==> config.mk <==
export PLATFORM = sky130hd
export DESIGN_NAME = rf_wb_scoreboard
export DESIGN_NICKNAME = d
export VERILOG_FILES = /design/src/rtl/rf_pkg.sv /design/src/rtl/rf_pend_cnt.sv /design/src/rtl/rf_wb_scoreboard.sv
export SDC_FILE = /design/constraint.sdc
export NUM_CORES = 1
export LEC_CHECK = 0
export BUFFER_PORTS_ARGS = -buffer_cell sky130_fd_sc_hd__buf_4
export CAP_MARGIN = 20
export CORE_MARGIN = 2
export CORE_UTILIZATION = 36
export CTS_BUF_LIST = sky130_fd_sc_hd__clkbuf_2
export DETAILED_ROUTE_END_ITERATION = 10
export GPL_ROUTABILITY_DRIVEN = 1
export PLACE_DENSITY = 0.7
export REMOVE_ABC_BUFFERS = 1
export SLEW_MARGIN = 20
export SYNTH_ARGS = -nofsm -noshare
export SYNTH_HDL_FRONTEND = slang
export SYNTH_SLANG_ARGS = --single-unit
==> constraint.sdc <==
create_clock -name clk -period 5.5 [get_ports clk]
set_input_delay 0.275 -clock clk [delete_from_list [all_inputs] [get_ports clk]]
set_output_delay 0.275 -clock clk [all_outputs]
set_load 0.1 [all_outputs]
==> src/rtl/rf_pkg.sv <==
// Shared constants and types for the register-file writeback scoreboard.
// Holds register count, select/data widths and pending-counter width.
package rf_pkg;

    localparam int NREG  = 8;
    localparam int AW    = 3;
    localparam int DW    = 16;
    localparam int CNT_W = 2;

    localparam logic [CNT_W-1:0] CNT_MAX = '1;

    typedef logic [AW-1:0] reg_sel_t;
    typedef logic [DW-1:0] reg_data_t;

endpackage

==> src/rtl/rf_pend_cnt.sv <==
// Saturating up/down pending-write counter for one register.
// Ports: clk, rst_n, inc_i, dec_i -> count_o, underflow_o (dec at zero).
module rf_pend_cnt
    import rf_pkg::*;
(
    input  logic             clk,
    input  logic             rst_n,
    input  logic             inc_i,
    input  logic             dec_i,
    output logic [CNT_W-1:0] count_o,
    output logic             underflow_o
);

    logic [CNT_W-1:0] cnt_q;
    logic [CNT_W-1:0] cnt_d;

    // Simultaneous inc and dec cancel; both ends clamp.
    always_comb begin
        cnt_d = cnt_q;
        if (inc_i && !dec_i && cnt_q != CNT_MAX) begin
            cnt_d = cnt_q + 1'b1;
        end else if (dec_i && !inc_i && cnt_q != '0) begin
            cnt_d = cnt_q - 1'b1;
        end
    end

    always_ff @(posedge clk or negedge rst_n) begin
        if (!rst_n) begin
            cnt_q <= '0;
        end else begin
            cnt_q <= cnt_d;
        end
    end

    assign count_o     = cnt_q;
    assign underflow_o = dec_i && (cnt_q == '0);

endmodule

==> src/rtl/rf_wb_scoreboard.sv <==
// Writeback arbiter (mem over alu) onto the registered RF write port,
// with per-register pending counters, RAW stall and same-cycle bypass.
// Ports: iss_* issue, alu_*/mem_* producers, write/writeregsel/writedata,
// read1/2regsel sources, rd1/2_fwd bypass, stall, sticky err.
module rf_wb_scoreboard
    import rf_pkg::*;
(
    input  logic          clk,
    input  logic          rst_n,
    input  logic          iss_valid,
    input  logic [AW-1:0] iss_dst,
    output logic          iss_ready,
    input  logic          alu_valid,
    input  logic [AW-1:0] alu_dst,
    input  logic [DW-1:0] alu_data,
    output logic          alu_ready,
    input  logic          mem_valid,
    input  logic [AW-1:0] mem_dst,
    input  logic [DW-1:0] mem_data,
    output logic          mem_ready,
    output logic          write,
    output logic [AW-1:0] writeregsel,
    output logic [DW-1:0] writedata,
    input  logic [AW-1:0] read1regsel,
    input  logic [AW-1:0] read2regsel,
    output logic          rd1_fwd,
    output logic          rd2_fwd,
    output logic          stall,
    output logic          err
);

    logic             write_q, write_d;
    reg_sel_t         sel_q, sel_d;
    reg_data_t        data_q, data_d;
    logic             err_q, err_d;

    logic [CNT_W-1:0] cnt [NREG];
    logic [NREG-1:0]  inc;
    logic [NREG-1:0]  dec;
    logic [NREG-1:0]  unf;

    logic             hit1, hit2;
    logic             haz1, haz2;
    logic             iss_fire;

    assign mem_ready = 1'b1;
    assign alu_ready = !mem_valid;

    // Winner is registered; select/data hold when nothing is accepted.
    always_comb begin
        write_d = mem_valid || alu_valid;
        sel_d   = sel_q;
        data_d  = data_q;
        if (mem_valid) begin
            sel_d  = mem_dst;
            data_d = mem_data;
        end else if (alu_valid) begin
            sel_d  = alu_dst;
            data_d = alu_data;
        end
        err_d = err_q || (|unf);
    end

    always_ff @(posedge clk or negedge rst_n) begin
        if (!rst_n) begin
            write_q <= 1'b0;
            sel_q   <= '0;
            data_q  <= '0;
            err_q   <= 1'b0;
        end else begin
            write_q <= write_d;
            sel_q   <= sel_d;
            data_q  <= data_d;
            err_q   <= err_d;
        end
    end

    // A retire to the same register frees the slot this cycle.
    assign iss_ready = (cnt[iss_dst] != CNT_MAX)
                    || (write_q && sel_q == iss_dst);
    assign iss_fire  = iss_valid && iss_ready;

    for (genvar i = 0; i < NREG; i++) begin : g_cnt
        assign inc[i] = iss_fire && (iss_dst == AW'(i));
        assign dec[i] = write_q && (sel_q == AW'(i));

        rf_pend_cnt u_cnt (
            .clk         (clk),
            .rst_n       (rst_n),
            .inc_i       (inc[i]),
            .dec_i       (dec[i]),
            .count_o     (cnt[i]),
            .underflow_o (unf[i])
        );
    end

    // The write in flight covers one pending count via the bypass.
    assign hit1 = write_q && (sel_q == read1regsel);
    assign hit2 = write_q && (sel_q == read2regsel);
    assign haz1 = cnt[read1regsel] > CNT_W'(hit1);
    assign haz2 = cnt[read2regsel] > CNT_W'(hit2);

    assign rd1_fwd     = hit1;
    assign rd2_fwd     = hit2;
    assign stall       = haz1 || haz2;
    assign write       = write_q;
    assign writeregsel = sel_q;
    assign writedata   = data_q;
    assign err         = err_q;

endmodule
==> results.yml, run 1 <==
grt:
  grt_pass1_wl_mm: 10.9
  grt_use_total_pct: 17.6
  grt-ovfl-total: 0
  grt_pass1_vias: 2399
  antenna_found_initial: 0
  grt_start_max_net_pins: 41
routing:
  ant_nets: 0
  met3_length_um: 624
  route.detailed.drc: 0
  wl_met2_mm: 3.09
  met1_length_mm: 2.70
  drt-pass1-iter-count: 6
  highest_layer: "met4"
  via_per_inst: 5.43
  wl_mm: 6.46
  drtIter0Drc: 125
  vias: 2366
  wl_per_cell_um: 14.8
synthesis:
  syn-cell-area_um2: 2610
  synth-edff-count: 0
  ys_warn_count: 0
  synth-seq-cells: 37
  synthDistinctLibCells: 46
  async_flop_share_pct: 100
  avgSynthCellArea_um2: 9.59
  synth.yosys.seq_area_share_pct: 35.5
  netlist_instances: 272
  synthFlopType: "dfrtp_1"
sta:
  max_slew_margin_pct: 43.9
  fmax_mhz: 360
  hold_slack_ps: 65.7
  tightest_slew_ps: 829
  min_period_ps: 2770
  min_period_over_period_pct: 50.4
  hold_viol_final: 0
  clock_skew_ps: 8.52
  rsz0062_at_grt: "no"
  tns_ps: 0
  maxSlewViolCount: 0
  setup_violations: 0
outcome:
  status: "completed"
place:
  dpl.hpwl_mm: 4.87
  io_buffers: 77
  place_congestion: 0.832
  place_inst: 427
clocking:
  holdBufCountCts: 1
  cts_made_buffers: 5
  cts_tree: "done"
  cts_num_sinks: 37
  clockRootBuffer: "clkbuf_2"
  post_cts_buffers: 0
  cts_buffer_depth: 2
  h-tree-depth: 2
  post_cts_resized: 0
  clk_pin_slew_ps: 200
  clk-insertion-delay-late_ps: 390
die:
  die_h_um: 89.1
  core_area_um2: 7140
  rows: 31
  io_pins: 79
  die-area_um2: 7940
  start_util_pct: 36.5
  die_w_um: 89.1
finish:
  syn2layout_area_growth_pct: 25.8
  instances_no_fill: 436
  layout.nets: 390
  antenna_cells: 0
  drive_gt1_share_pct: 31.5
  final_cell_mix: "buf_4, nand2_1, dfrtp_1"
  layout_commonest_cell: "buf_4"
hold_path:
  hold_depth: 3
  min_path_type: "input pin to flip-flop"
critical_path:
  critical_path.max_stage_delay_ps: 790
  critPathTopFamily: "flip-flops"
  cp-start-kind: "flip-flop"
  worstSetupPathType: "flip-flop to output port"
  reg2reg_depth: 5
  crit_cells: 7
  crit_chain: "xnor2_1 -> nand2_1 -> nor3_1 -> ha_1 -> o22a_1 -> nand3_1 -> buf_4"
  cp-end-kind: "output port"
  arrival_ps: 2500
  cp_max_fo: 16
  critPathSlowestCell: "dfrtp_1"
  cp_num_buf_inv: 1
  cp.required_ps: 5220
pwr:
  total_power_w: 0.00100
  max-vdd-ir-drop_v: 0.000167
  power_density_nw_per_um2: 306
  leakage_nw: 1.43
job:
  drv_cap: 0
per-stage QoR:
step | util, % | area, um2 | setup slack (ps)
after global placement | 44.9 | 3200 | 3220
after CTS | 46.0 | 3280 | 2690
after detailed placement | 44.9 | 3200 | 3110
final | 46.0 | 3280 | 2730
after floorplan | - | 2500 | 153
after global routing | 46.0 | 3280 | 2490
area by class of cell:
| type | instances | area, um2 |
|---|---|---|
| Tap cell | 99 | 124 |
| Clock inverter | 3 | 41.3 |
| Clock buffer | 5 | 25.0 |
| Multi-Input combinational cell | 208 | 1550 |
| Timing Repair Buffer | 78 | 588 |
| Fill cell | 729 | 3860 |
| Sequential cell | 37 | 926 |
| Inverter | 6 | 22.5 |
where the power goes:
part | switching [W] | internal, W | total (W)
Clock | 0.0000976 | 0.0000752 | 0.000173
Combinational | 0.000265 | 0.000163 | 0.000428
Sequential | 0.0000863 | 0.000316 | 0.000402
Total | 0.000449 | 0.000554 | 0.00100
path summary, 6_finish.rpt:
| kind | slack (ps) | startpoint | to |
|---|---|---|---|
| max in group asynchronous | 4820 | rst_n | g_cnt[6].u_cnt.count_o[1] |
| min in group asynchronous | 330 | rst_n | writedata[11] |
| hold reg to reg | 550 | err | err |
| setup / recovery | 2730 | writeregsel[0] | stall |
| setup reg to reg | 3090 | writeregsel[0] | g_cnt[5].u_cnt.count_o[0] |
| hold / removal | 70 | mem_dst[1] | writeregsel[1] |
worst reg2reg max path: cells and delay by family (launching register included):
family,cells,cell delay (ps)
multiplexers,1,390
flip-flops,1,790
XOR/XNOR,1,190
AO/OA/AOI/OAI,2,740
AND/OR/NAND/NOR,1,210
per-layer routing:
| layer | up-vias | global-route usage (%) |
|---|---|---|
| met5 | - | 0 |
| met4 | 0 | 4.21 |
| met3 | 4 | 5.26 |
| met2 | 118 | 30.2 |
| met1 | 1118 | 21.7 |
| li1 | 1126 | - |
state kept, by name, indices dropped and copies added (netlist names):
name,flops
err,1
writeregsel,3
write,1
writedata,16
g_cnt.u_cnt.count_o,16
cells by family (layout without fill, tap and decap cells):
kind of cell | count (synthesis) | count (layout) | share of synthesized area (%)
adder cells (fa/ha/maj) | 2 | 2 | 0.960
AO/OA/AOI/OAI | 65 | 65 | 15.5
AND/OR/NAND/NOR | 95 | 95 | 19.6
multiplexers | 34 | 34 | 17.4
XOR/XNOR | 11 | 11 | 5.85
flip-flops | 37 | 37 | 35.5
buffers and inverters | 27 | 92 | 4.94
other | 1 | 1 | 0.144
cells in the mapped netlist, types with 4 or more instances:
master	n	share of area [%]
o21ai_0	34	6.5
a21o_1	4	1.2
nand3_1	9	1.7
xor2_1	5	1.7
dfrtp_1	37	36
clkbuf_1	13	1.9
nor3_1	17	3.3
mux2i_1	24	9.2
nor2_1	7	1.0
nand2_1	40	5.8
a21oi_1	12	2.3
mux4_2	9	7.8
inv_1	6	0.86
a211oi_1	5	1.4
No activity file was read; power rests on OpenSTA's default activity.
==> run 2: changes to the inputs <==
- PLACE_DENSITY: 0.7 -> 0.73
- clock period: 5.5 -> 2.45 ns (I/O delays scaled with it)
==> run 2 against run 1 <==
Compared with the run above: clock skew up 4.6 ps; global-route usage rose by 1.5 points; clock-buffer cell count is 1 higher; flip-flop and latch count is the same; largest cell class unchanged; highest routed layer unchanged.
==> results.yml, run 2 (synthesis gave the netlist of run 1 again) <==
outcome:
  status: "completed"
routing:
  route.detailed.drc: 0
  vias: 2581
  via_per_inst: 5.33
  wl_per_cell_um: 15.1
  drt-pass1-iter-count: 4
  ant_nets: 0
  drtIter0Drc: 127
  wl_mm: 7.31
finish:
  antenna_cells: 0
  fillerInstances: 640
  layout_commonest_cell: "buf_4"
  final_cell_mix: "buf_4, nand2_1, o21ai_0, dlygate4sd3_1, dfrtp_1"
  utilization_pct: 52.4
  layout.nets: 438
  syn2layout_area_growth_pct: 43.3
  design_area_um2: 3740
  drive_gt1_share_pct: 35.3
place:
  dpl.hpwl_mm: 5.00
  io_buffers: 77
  place_congestion: 0.895
  postPlaceCellArea_um2: 3240
critical_path:
  arrival_ps: 2240
  critPathSlowestCell: "dfrtp_2"
  critical_path.max_stage_delay_ps: 490
  crit_path_end: "stall"
  cp-start-kind: "flip-flop"
  worstSetupStartpoint: "g_cnt[5].u_cnt.count_o[0]"
  crit_chain: "mux4_2 -> mux2i_1 -> ha_1 -> o22a_1 -> nand3_2 -> buf_12"
  cp-end-kind: "output port"
  r2r_slack_ps: 510
  cp.required_ps: 2330
  regToRegStartpoint: "writeregsel[2]"
  worstSetupPathType: "flip-flop to output port"
  r2r_end: "g_cnt[4].u_cnt.count_o[0]"
  reg2reg_depth: 5
  cp_max_fo: 7
pwr:
  leakage_nw: 1.65
  max-vdd-ir-drop_v: 0.000316
  power_density_nw_per_um2: 622
clocking:
  cts_tree: "done"
  cts_made_buffers: 5
  clk-insertion-delay-late_ps: 390
  cts_buffer_depth: 2
  cts_num_sinks: 37
  clockRootBuffer: "clkbuf_2"
  h-tree-depth: 2
  clk_pin_slew_ps: 200
grt:
  grt_pass1_vias: 2488
  grt_start_max_net_pins: 41
  antenna_found_initial: 0
  grt_use_total_pct: 19.1
  grt_pass1_wl_mm: 11.8
  grt-ovfl-total: 0
die:
  die-area_um2: 7940
  rows: 31
  start_util_pct: 36.5
  die_h_um: 89.1
  core_area_um2: 7140
  die_w_um: 89.1
  io_pins: 79
sta:
  maxSlewViolCount: 0
  fmax_mhz: 423
  tightest_slew_ps: 817
  min_period_over_period_pct: 96.6
  max_slew_margin_pct: 44.8
  clock_skew_ps: 13.2
  min_period_ps: 2370
  hold_viol_final: 0
  setup_violations: 0
job:
  drv_cap: 0
hold_path:
  min_path_type: "input pin to flip-flop"
run 2: worst min path at each step:
stage,startpoint,cells after the start,to
2_1_floorplan,rst_n,0,err
3_3_place_gp,rst_n,1,writedata[12]
3_5_place_dp,rst_n,1,writedata[12]
4_1_cts,alu_data[2],3,writedata[2]
5_1_grt,alu_data[7],3,writedata[7]
6_report,alu_data[3],3,writedata[3]
run 2: layout make-up:
cell class                      instances  area (um2)  share of cell area, %
Inverter                                6        22.5                  0.603
Timing Repair Buffer                  126        1040                   27.9
Clock inverter                          2        10.0                  0.268
Sequential cell                        37         940                   25.1
Clock buffer                            6        30.0                  0.803
Multi-Input combinational cell        208        1570                   41.9
Tap cell                               99         124                   3.31
run 2: critical path: cells and delay by family (launching register included):
kind,cells,cell delay (ps)
mux,2,620
flops,1,490
fa+ha+maj,1,250
compound gates,1,230
buf+inv,1,180
simple gates,1,100
run 2: what timing repair did:
item                                    CTS  global route
endpoints found under the setup margin    1             2
pin swaps                                 0             2
endpoints found under the hold margin    56             1
hold buffers                             33             1
resized for setup                        13             4
setup buffers                             4             6
run 2: per-stage QoR:
| step | TNS, ps | instances | setup slack, ps | power [W] | hold slack (ps) |
|---|---|---|---|---|---|
| 6_report | 0 | 484 | 83.5 | 0.00233 | 17.8 |
| 3_3_place_gp | 0 | 432 | 428 | 0.00184 | 116 |
| 3_5_place_dp | 0 | 432 | 386 | 0.00188 | 119 |
| 2_1_floorplan | -5630 | 251 | -2740 | 0.00157 | -173 |
| 5_1_grt | -6.93 | 484 | -6.93 | 0.00245 | 4.84 |
| 4_1_cts | 0 | 477 | 2.29 | 0.00228 | 6.56 |
run 2: layer usage:
| layer | wire length [um] | track usage [%] |
|---|---|---|
| met1 | 3130 | 24.1 |
| met2 | 3540 | 31.8 |
| met3 | 575 | 5.45 |
| met4 | 73 | 5.83 |
| met5 | 0 | 0 |
run 2: power breakdown:
group	total [W]	internal, W	switching (W)	leakage (nW)
clock network	0.000281	0.0000718	0.000209	0.0327
registers	0.000856	0.000719	0.000137	0.423
logic	0.00119	0.000496	0.000693	1.19
